**config.mk**
```make
export PLATFORM = sky130hd
export DESIGN_NAME = f1_start_ctrl
export DESIGN_NICKNAME = d
export VERILOG_FILES = /design/src/rtl/f1_pkg.sv /design/src/rtl/f1_lfsr16.sv /design/src/rtl/f1_start_ctrl.sv
export SDC_FILE = /design/constraint.sdc
export NUM_CORES = 1
export LEC_CHECK = 0
export CAP_MARGIN = 25
export CORE_MARGIN = 8
export CORE_UTILIZATION = 50
export CTS_CLUSTER_DIAMETER = 150
export DETAILED_ROUTE_END_ITERATION = 6
export PLACE_DENSITY = 0.79
export SLEW_MARGIN = 25
export SYNTH_ARGS = -nofsm -noshare
export SYNTH_HDL_FRONTEND = slang
export SYNTH_SLANG_ARGS = --single-unit
```
**constraint.sdc**
```tcl
create_clock -name clk -period 2.48 [get_ports clk]
set_input_delay 0.372 -clock clk [delete_from_list [all_inputs] [get_ports clk]]
set_output_delay 0.372 -clock clk [all_outputs]
set_load 0.05 [all_outputs]
```
**src/rtl/f1_pkg.sv**
```systemverilog
// Shared types and constants for the F1 start-light sequencer.
package f1_pkg;

  typedef enum logic [1:0] {
    IDLE   = 2'd0,
    SEQ    = 2'd1,
    DELAY  = 2'd2,
    TIMING = 2'd3
  } f1_state_e;

  localparam int          NUM_LIGHTS = 8;
  localparam int          STEP_W     = $clog2(NUM_LIGHTS);
  localparam logic [15:0] LFSR_SEED  = 16'h0001;
  // Feedback taps at bits 15, 13, 12 and 10.
  localparam logic [15:0] LFSR_TAPS  = 16'hB400;

  function automatic logic [15:0] lfsr_next(input logic [15:0] cur);
    return {cur[14:0], ^(cur & LFSR_TAPS)};
  endfunction

endpackage

```
**src/rtl/f1_lfsr16.sv**
```systemverilog
// Free-running 16-bit Fibonacci LFSR used as the random hold-delay source.
module f1_lfsr16
  import f1_pkg::*;
(
  input  logic        clk,
  input  logic        rst,
  output logic [15:0] q
);

  logic [15:0] lfsr_q;

  always_ff @(posedge clk) begin
    if (rst) begin
      lfsr_q <= LFSR_SEED;
    end else begin
      lfsr_q <= lfsr_next(lfsr_q);
    end
  end

  assign q = lfsr_q;

endmodule

```
**src/rtl/f1_start_ctrl.sv**
```systemverilog
// F1 start-light sequencer: paces eight light steps, random hold, lights-out, reaction timing.
// Optional jump-start detection is enabled by defining F1_JUMP_START_EN.
module f1_start_ctrl
  import f1_pkg::*;
#(
  parameter int TICK_DIV = 1000,
  parameter int DELAY_W  = 7,
  parameter int TIME_W   = 16
) (
  input  logic              clk,
  input  logic              rst,
  input  logic              trigger,
  input  logic              stop,
  output logic              step_en,
  output logic              cmd_seq,
  output logic              cmd_delay,
  output logic              lights_off,
  output logic              busy,
  output logic [TIME_W-1:0] reaction_time,
  output logic              time_valid
`ifdef F1_JUMP_START_EN
  ,
  output logic              jump_start
`endif
);

  localparam int                 TCNT_W    = $clog2(TICK_DIV);
  localparam logic [TCNT_W-1:0]  TICK_LAST = TCNT_W'(TICK_DIV - 1);
  localparam logic [TCNT_W-1:0]  TICK_ONE  = TCNT_W'(1);
  localparam logic [TCNT_W-1:0]  TICK_ZERO = {TCNT_W{1'b0}};
  localparam logic [STEP_W-1:0]  STEP_LAST = STEP_W'(NUM_LIGHTS - 1);
  localparam logic [STEP_W-1:0]  STEP_ONE  = STEP_W'(1);
  localparam logic [DELAY_W-1:0] DELAY_ONE = DELAY_W'(1);
  localparam logic [TIME_W-1:0]  TIME_MAX  = {TIME_W{1'b1}};
  localparam logic [TIME_W-1:0]  TIME_ONE  = TIME_W'(1);

  f1_state_e          state_q, state_d;
  logic [TCNT_W-1:0]  tick_cnt_q, tick_cnt_d;
  logic [STEP_W-1:0]  step_cnt_q, step_cnt_d;
  logic [DELAY_W-1:0] delay_cnt_q, delay_cnt_d;
  logic [TIME_W-1:0]  react_cnt_q, react_cnt_d;
  logic [TIME_W-1:0]  reaction_time_q, reaction_time_d;
  logic               step_en_q, step_en_d;
  logic               cmd_seq_q, cmd_seq_d;
  logic               cmd_delay_q, cmd_delay_d;
  logic               lights_off_q, lights_off_d;
  logic               busy_q, busy_d;
  logic               time_valid_q, time_valid_d;
  logic               jump_start_d;

  logic [15:0]        lfsr_s;
  logic [DELAY_W-1:0] delay_seed_s;
  logic               tick_s;
  logic               tick_next_s;
  logic               jump_s;
  logic               unused_lfsr_s;

  f1_lfsr16 u_lfsr (
    .clk (clk),
    .rst (rst),
    .q   (lfsr_s)
  );

  assign delay_seed_s  = (lfsr_s[DELAY_W-1:0] == {DELAY_W{1'b0}}) ? DELAY_ONE
                                                                  : lfsr_s[DELAY_W-1:0];
  assign unused_lfsr_s = ^lfsr_s[15:DELAY_W];
  assign tick_s        = (state_q != IDLE) && (tick_cnt_q == TICK_LAST);

`ifdef F1_JUMP_START_EN
  assign jump_s = stop;
`else
  assign jump_s = 1'b0;
`endif

  always_comb begin
    state_d         = state_q;
    step_cnt_d      = step_cnt_q;
    delay_cnt_d     = delay_cnt_q;
    react_cnt_d     = react_cnt_q;
    reaction_time_d = reaction_time_q;
    time_valid_d    = 1'b0;
    jump_start_d    = 1'b0;
    case (state_q)
      IDLE: begin
        if (trigger) begin
          state_d    = SEQ;
          step_cnt_d = {STEP_W{1'b0}};
        end else begin
          state_d    = IDLE;
        end
      end
      SEQ: begin
        if (jump_s) begin
          state_d         = IDLE;
          reaction_time_d = TIME_MAX;
          time_valid_d    = 1'b1;
          jump_start_d    = 1'b1;
        end else if (tick_s) begin
          step_cnt_d = step_cnt_q + STEP_ONE;
          if (step_cnt_q == STEP_LAST) begin
            state_d     = DELAY;
            delay_cnt_d = delay_seed_s;
          end else begin
            state_d     = SEQ;
          end
        end else begin
          state_d = SEQ;
        end
      end
      DELAY: begin
        if (jump_s) begin
          state_d         = IDLE;
          reaction_time_d = TIME_MAX;
          time_valid_d    = 1'b1;
          jump_start_d    = 1'b1;
        end else if (tick_s) begin
          delay_cnt_d = delay_cnt_q - DELAY_ONE;
          if (delay_cnt_q == DELAY_ONE) begin
            state_d     = TIMING;
            react_cnt_d = {TIME_W{1'b0}};
          end else begin
            state_d     = DELAY;
          end
        end else begin
          state_d = DELAY;
        end
      end
      TIMING: begin
        // A stop coinciding with a tick captures the count before that tick.
        if (stop) begin
          state_d         = IDLE;
          reaction_time_d = react_cnt_q;
          time_valid_d    = 1'b1;
        end else if (tick_s && (react_cnt_q != TIME_MAX)) begin
          react_cnt_d = react_cnt_q + TIME_ONE;
        end else begin
          react_cnt_d = react_cnt_q;
        end
      end
      default: begin
        state_d = IDLE;
      end
    endcase
  end

  // Outputs are registered from next-state values so they line up with the state they describe.
  always_comb begin
    tick_cnt_d = TICK_ZERO;
    if ((state_d != state_q) || (state_q == IDLE)) begin
      tick_cnt_d = TICK_ZERO;
    end else if (tick_s) begin
      tick_cnt_d = TICK_ZERO;
    end else begin
      tick_cnt_d = tick_cnt_q + TICK_ONE;
    end
    tick_next_s  = (state_d != IDLE) && (tick_cnt_d == TICK_LAST);
    lights_off_d = tick_next_s && (state_d == DELAY) && (delay_cnt_d == DELAY_ONE);
    step_en_d    = (tick_next_s && (state_d == SEQ)) || lights_off_d;
    cmd_seq_d    = (state_d == SEQ);
    cmd_delay_d  = (state_d == DELAY);
    busy_d       = (state_d != IDLE);
  end

  always_ff @(posedge clk) begin
    if (rst) begin
      state_q         <= IDLE;
      tick_cnt_q      <= TICK_ZERO;
      step_cnt_q      <= {STEP_W{1'b0}};
      delay_cnt_q     <= {DELAY_W{1'b0}};
      react_cnt_q     <= {TIME_W{1'b0}};
      reaction_time_q <= {TIME_W{1'b0}};
      step_en_q       <= 1'b0;
      cmd_seq_q       <= 1'b0;
      cmd_delay_q     <= 1'b0;
      lights_off_q    <= 1'b0;
      busy_q          <= 1'b0;
      time_valid_q    <= 1'b0;
    end else begin
      state_q         <= state_d;
      tick_cnt_q      <= tick_cnt_d;
      step_cnt_q      <= step_cnt_d;
      delay_cnt_q     <= delay_cnt_d;
      react_cnt_q     <= react_cnt_d;
      reaction_time_q <= reaction_time_d;
      step_en_q       <= step_en_d;
      cmd_seq_q       <= cmd_seq_d;
      cmd_delay_q     <= cmd_delay_d;
      lights_off_q    <= lights_off_d;
      busy_q          <= busy_d;
      time_valid_q    <= time_valid_d;
    end
  end

  assign step_en       = step_en_q;
  assign cmd_seq       = cmd_seq_q;
  assign cmd_delay     = cmd_delay_q;
  assign lights_off    = lights_off_q;
  assign busy          = busy_q;
  assign reaction_time = reaction_time_q;
  assign time_valid    = time_valid_q;

`ifdef F1_JUMP_START_EN
  logic jump_start_q;

  always_ff @(posedge clk) begin
    if (rst) begin
      jump_start_q <= 1'b0;
    end else begin
      jump_start_q <= jump_start_d;
    end
  end

  assign jump_start = jump_start_q;
`else
  logic unused_jump_s;
  assign unused_jump_s = jump_start_d;
`endif

endmodule

```
* Word-level counts from Yosys, hierarchy flattened
Cells that the tools add are included.
** Storage, ports and cells
- Register bits after elaboration :: 76
- Input port bits :: 4
- Output and inout port bits :: 22
- Logic and storage cells :: 78
** Cells by class
- Add/sub/neg operators :: 4
- Equal/unequal tests :: 18
- Multiplexer cells :: 23
- Bitwise gates (word level) :: 1
- Reduce and logical (&&, ||, !) cells :: 19
** Operators with widths (number)
- two-way mux 16 bit :: 4
- case mux 16 bit (2 select lines) :: 1
- two-way mux 7 bit :: 4
- == test 10 bit (second input constant) :: 2
- two-way mux 10 bit :: 2
- adder 16 x 1 -> 16 bit (second input constant) :: 1
- inequality test 16 bit (second input constant) :: 1
- XOR reduction 16 bit :: 1
- == test 7 x 1 -> 1 bit (second input constant) :: 2
- case mux 7 bit (2 select lines) :: 1
- inequality test 2 bit (second input constant) :: 6
- adder 10 x 1 -> 10 bit (second input constant) :: 1
- two-way mux 2 bit :: 4
- case mux 2 bit (4 select lines) :: 1
- nonzero test 2 bit :: 4
- zero test 7 bit :: 1
- subtractor 7 x 1 -> 7 bit (second input constant) :: 1
- == test 2 bit (second input constant) :: 3
- logical AND 1 bit :: 6
- two-way mux 3 bit :: 2
- case mux 3 bit (2 select lines) :: 1
- AND reduction 5 bit :: 1
- == test 2 x 1 -> 1 bit (second input constant) :: 2
- adder 3 x 1 -> 3 bit (second input constant) :: 1
- 9 further kinds :: 12

* Depth between registers and ports, before layout
- Depth after elaboration :: 12
- Gate-level depth with buffers :: 11
- Depth with buffers taken out :: 9

* By module
Synthesis repeated with hierarchy kept, for this count alone.
** Second synthesis, totals
- Cell total of the unflattened synthesis :: 391
- Area total of the unflattened synthesis :: 3337.0 um^2
** By module, submodules not included
- f1_start_ctrl :: times used 1, cells each 355, area each 2882.8 um^2, sequential area each 1201.2 um^2
- f1_lfsr16 :: times used 1, cells each 36, area each 454.2 um^2, sequential area each 320.3 um^2

* Worst setup path before layout
Ideal clock, no wire load.
- Path type :: register to register
- From :: reg state_q[0]
- To :: reg tick_cnt_q[5]
- Library setup time :: 0.064 ns
- Data arrival time :: 2.558 ns
- Required time :: 2.416 ns
- Slack :: -0.142 ns
- Stages on the path, launching flop included :: 10
- Path buffers :: 1
- Clock period less this slack :: 2.622 ns
- Cells stage by stage :: dfxtp_1 > inv_1 > ha_1 > or4b_4 > o41ai_4 > o21ai_2 > o2bb2ai_1 > or4_1 > buf_2 > nor2_1
** Between the ends
- Word-level cells in the longest chain between the ends :: 7
- Elaborated cells between the ends (all ways) :: 14
- Those cells by class :: eq/ne (4); mux (6); reduce/logical (4)
** Ends and longest elaborated chain
- from (decl) :: line f1_start_ctrl.sv:37 : f1_state_e state_q, state_d;
- from (signal assigned) :: line f1_start_ctrl.sv:179 : state_q <= state_d;
- nonzero test 2 bit :: line f1_start_ctrl.sv:67 : assign tick_s = (state_q != IDLE) && (tick_cnt_q == TICK_LAST);
- logical AND 1 bit :: line f1_start_ctrl.sv:67
- two-way mux 2 bit (on tied branches) :: line f1_start_ctrl.sv:116, f1_start_ctrl.sv:98
- case mux 2 bit (4 select lines) :: line f1_start_ctrl.sv:83 : case (state_q)
- inequality test 2 bit :: line f1_start_ctrl.sv:149 : if ((state_d != state_q) || (state_q == IDLE)) begin
- logical OR 1 bit :: line f1_start_ctrl.sv:149
- two-way mux 10 bit * :: line f1_start_ctrl.sv:149
- to (signal assigned) :: line f1_start_ctrl.sv:180 : tick_cnt_q <= tick_cnt_d;
- to (decl) :: line f1_start_ctrl.sv:38 : logic [TCNT_W-1:0] tick_cnt_q, tick_cnt_d;
Every way passes the cells marked *; elsewhere a longest branch is shown, timed or not.
A chain may end at the register's enable or synchronous reset.

* Final worst setup path
- From :: reg state_q[0]
- To :: reg step_en_q (netlist: step_en)
** Between the ends
- Word-level cells in the longest chain between the ends :: 12
- Elaborated cells between the ends (all ways) :: 27
- Those cells by class :: eq/ne (8); mux (9); reduce/logical (10)
** Ends and longest elaborated chain
- nonzero test 2 bit :: line f1_start_ctrl.sv:67
- logical AND 1 bit :: line f1_start_ctrl.sv:67
- two-way mux 2 bit (on tied branches) :: line f1_start_ctrl.sv:116, f1_start_ctrl.sv:98
- case mux 2 bit (4 select lines) :: line f1_start_ctrl.sv:83
- inequality test 2 bit :: line f1_start_ctrl.sv:149
- logical OR 1 bit :: line f1_start_ctrl.sv:149
- two-way mux 10 bit :: line f1_start_ctrl.sv:149
- == test 10 bit :: line f1_start_ctrl.sv:156 : tick_next_s = (state_d != IDLE) && (tick_cnt_d == TICK_LAST);
- logical AND 1 bit :: line f1_start_ctrl.sv:156
- logical AND 1 bit (2 in series) :: line f1_start_ctrl.sv:157 : lights_off_d = tick_next_s && (state_d == DELAY) && (delay_cnt_d == DELAY_ONE);
- logical OR 1 bit * :: line f1_start_ctrl.sv:158 : step_en_d = (tick_next_s && (state_d == SEQ)) || lights_off_d;
- to (signal assigned) :: line f1_start_ctrl.sv:185 : step_en_q <= step_en_d;
- to (decl) :: line f1_start_ctrl.sv:43 : logic step_en_q, step_en_d;
Marks and branches as above.

==> results_dict.tcl <==
set metrics [dict create \
    cts_tree "built" \
    stdcell_count 530 \
    crit_chain "inv_2 > ha_4 > or4b_4 > buf_6 > o41ai_2 > o31ai_1 > a221o_1 > a211oi_2 > nand4_1 > a21oi_1" \
    grt_pass1_wl_mm 13.8 \
    final_util 0.637 \
    worstPathArrival_ns 2.87 \
    synth_cell_types 48 \
    wirelength_mm 8.60 \
    setup_slack_ns -0.101 \
    drt-pass1-iter-count 7 \
    power_leakage_nw 1.56 \
    holdCritStartpoint "u_lfsr.q[11]" \
    port_buffers 25 \
    ff_latch_area_sq_mm 0.00152 \
    path_class "reg2reg" \
    worstReg2RegEnd "step_en" \
    syn_area_sq_mm 0.00341 \
    grt_overflow 0 \
    cts_buffers 9 \
    start_kind "flop" \
    rr_startpoint "state_q[0]" \
    fmax_ghz 0.387 \
    synth_top_area_cell "dfxtp_1" \
    via_per_inst 5.74 \
    p_per_area_mw_per_mm2 528 \
    finalPower_w 0.00225 \
    dpl_cell_area_sq_mm 0.00384 \
    grt_max_degree 45 \
    max_cap_viol_count 0 \
    synth_common_cells "76 x dfxtp_1, 56 x nand2_1, 42 x nor2_1" \
    synth_edf_count 0 \
    r2r_cells 10 \
    cts_root_buf "clkbuf_8" \
    antenna_cells 0 \
    async_flop_share 0 \
    period_share 1.04 \
    cts.sink_count 76 \
    ir_drop_mv 0.450 \
    io_pins 26 \
    fillers 528 \
    synthMostInstantiatedCell "dfxtp_1" \
    grt_pass1_vias 2952 \
    synth_area_leaders "dfxtp_1 45%, nand2_1 6.2%, xor2_1 4.9%" \
    multi_input_area_sq_mm 0.00189 \
    crit_path_end_kind "flop" \
    dr_total_vias 3041 \
    setup_violations 7 \
    final_max_slew_viol_count 0 \
    place_congestion 0.929 \
    hold_viol 0 \
    synthCells 393 \
    synthesis.nets 407 \
    path_max_fanout 4 \
    dp_hpwl_mm 5.36 \
    final_nets 460 \
    critPathMaxStageDelay_ns 0.53 \
    crit_slowest_cell "or4b_4" \
    drc_errors 0 \
    fin_skew_ns 0.00925 \
    rsz0062_at_grt "yes" \
    htreeDepth 3 \
    row_count 30 \
    grtUsageTotal 0.173 \
    r2r_slack_ns -0.10 \
    min_to "u_lfsr.q[12]" \
    violations "setup timing" \
    ys_seq_elements 76 \
    cts.clk_slew.worst_paths_ns 0.08 \
    worst_slew_pin_slew_ns 0.602 \
    slew_headroom 0.598 \
    avgSynthCellArea_sq_um 8.68 \
    period_minus_slack_ns 2.58 \
    cts_hold_buf 0 \
    synth_top_area_frac 0.446 \
    synth_warnings 0 \
    die_y_um 98.6 \
    hold_path_class "reg2reg" \
    synth_ff_type "dfxtp_1" \
    critical-path-top-delay-family "compound AO/OA/AOI/OAI gates" \
    final_area_sq_mm 0.00426 \
    die_x_um 98.6 \
    status "finished with violations" \
    ys_seq_area_frac 0.446 \
    dieArea_sq_mm 0.00972 \
    ant_nets 0 \
    insertion_delay_ns 0.36 \
    initial_core_util 0.511 \
    cts_buffer_depth 2 \
    fp.coreArea_sq_mm 0.00668 \
    areaGrowthSynthToFinish_pct 24.8 \
    hold_depth 1 \
    dp_cells 499 \
    drive_gt1_frac 0.184 \
    routedWlPerCell_um 16.2 \
    antenna_found_initial 0 \
    drt_iter0_drc 182 \
    cp.buffers_inverters 2 \
    cp.required_ns 2.77 \
]
cells by family (layout without fill, tap and decap cells):
logic type / count (synthesis) / after routing / synth area share
muxes: 6 / 6 / 0.0180
xor gates and xnor gates: 27 / 27 / 0.0693
adders and majority gates: 10 / 10 / 0.0367
DFF: 76 / 76 / 0.446
and+or+nand+nor: 187 / 188 / 0.278
AOI/OAI and AO/OA: 57 / 57 / 0.116
buffers and inverters: 30 / 86 / 0.0359
layout by cell type (no fill, tap or decap), types with 3 or more instances in the layout:
master	instances
clkdlybuf4s50_1	25
clkbuf_8	10
inv_2	3
nor2_1	39
o31ai_1	3
o2bb2ai_1	4
nor2b_1	17
and2_1	11
inv_1	8
or2_2	3
a21oi_1	27
dfxtp_1	74
and3_1	6
nand2b_1	3
xnor2_1	8
ha_1	9
nor3_1	5
a211oi_2	3
nand3_1	11
xor2_1	19
o211ai_1	4
nand2_1	55
buf_4	32
nand4_1	16
mux2i_1	5
buf_6	3
timing repair:
item                       CTS  global route
buffers inserted             9             7
setup endpoints to repair   11            25
gates cloned                 1             0
pin swaps                   11            12
resized for setup           13            14
hold endpoints to repair     0             0
registers in the layout (all words and copies together) (netlist names):
signal / cells
react_cnt_q: 16
reaction_time: 16
u_lfsr.q: 16
tick_cnt_q: 10
delay_cnt_q: 7
step_cnt_q: 3
state_q: 2
busy: 1
cmd_delay: 1
cmd_seq: 1
lights_off: 1
step_en: 1
time_valid: 1
report_power, final:
part	total, W	switching [W]	leakage (nW)	internal [W]
Combinational	0.000159	0.0000947	0.860	0.0000646
Clock	0.000855	0.000467	0.0848	0.000388
Sequential	0.00124	0.00000694	0.615	0.00123
layout make-up:
class,instances,share of cell area
multi-input cells,288,0.445
flip-flops and latches,76,0.358
repair buffers,60,0.123
clock buffers,10,0.0323
well taps,80,0.0235
inverters,11,0.00969
clock inverters,5,0.00881
worst register-to-register path, stage by stage, from the launching register on:
cell and delay [ns]:
dfxtp_2 0.35, inv_2 0.05, ha_4 0.15, or4b_4 0.53
buf_6 0.15, o41ai_2 0.29, o31ai_1 0.11, a221o_1 0.34
a211oi_2 0.18, nand4_1 0.19, a21oi_1 0.18
metrics by stage:
step	hold WS (ns)	setup WS, ns	setup TNS, ns
final	0.449	-0.101	-0.372
after global routing	0.466	-0.215	-0.800
after CTS	0.450	-0.0455	-0.0811
after detailed placement	0.432	-0.104	-0.965
after global placement	0.420	-0.0384	-0.313
after floorplan	0.414	0.000730	0
how the worst max path moves through the flow:
stage               startpoint  slack, ns  depth (start not counted)             to
finish              state_q[0]      -0.10                         10        step_en
global placement    state_q[0]      -0.04                          9        step_en
CTS                 state_q[1]      -0.05                         10        step_en
detailed placement  state_q[0]      -0.10                          8  tick_cnt_q[9]
floorplan           state_q[0]     0.0007                          9  tick_cnt_q[5]
global route        state_q[0]      -0.21                         10        step_en
per-layer routing:
layer | track usage | vias up | part of all wire
met5 | 0 | - | 0
li1 | - | 1457 | -
met1 | 0.192 | 1428 | 0.42
met4 | 0.0708 | 0 | 0.032
met3 | 0.0521 | 30 | 0.061
met2 | 0.300 | 126 | 0.49
Note: power is estimated with default switching activity, not from simulation.
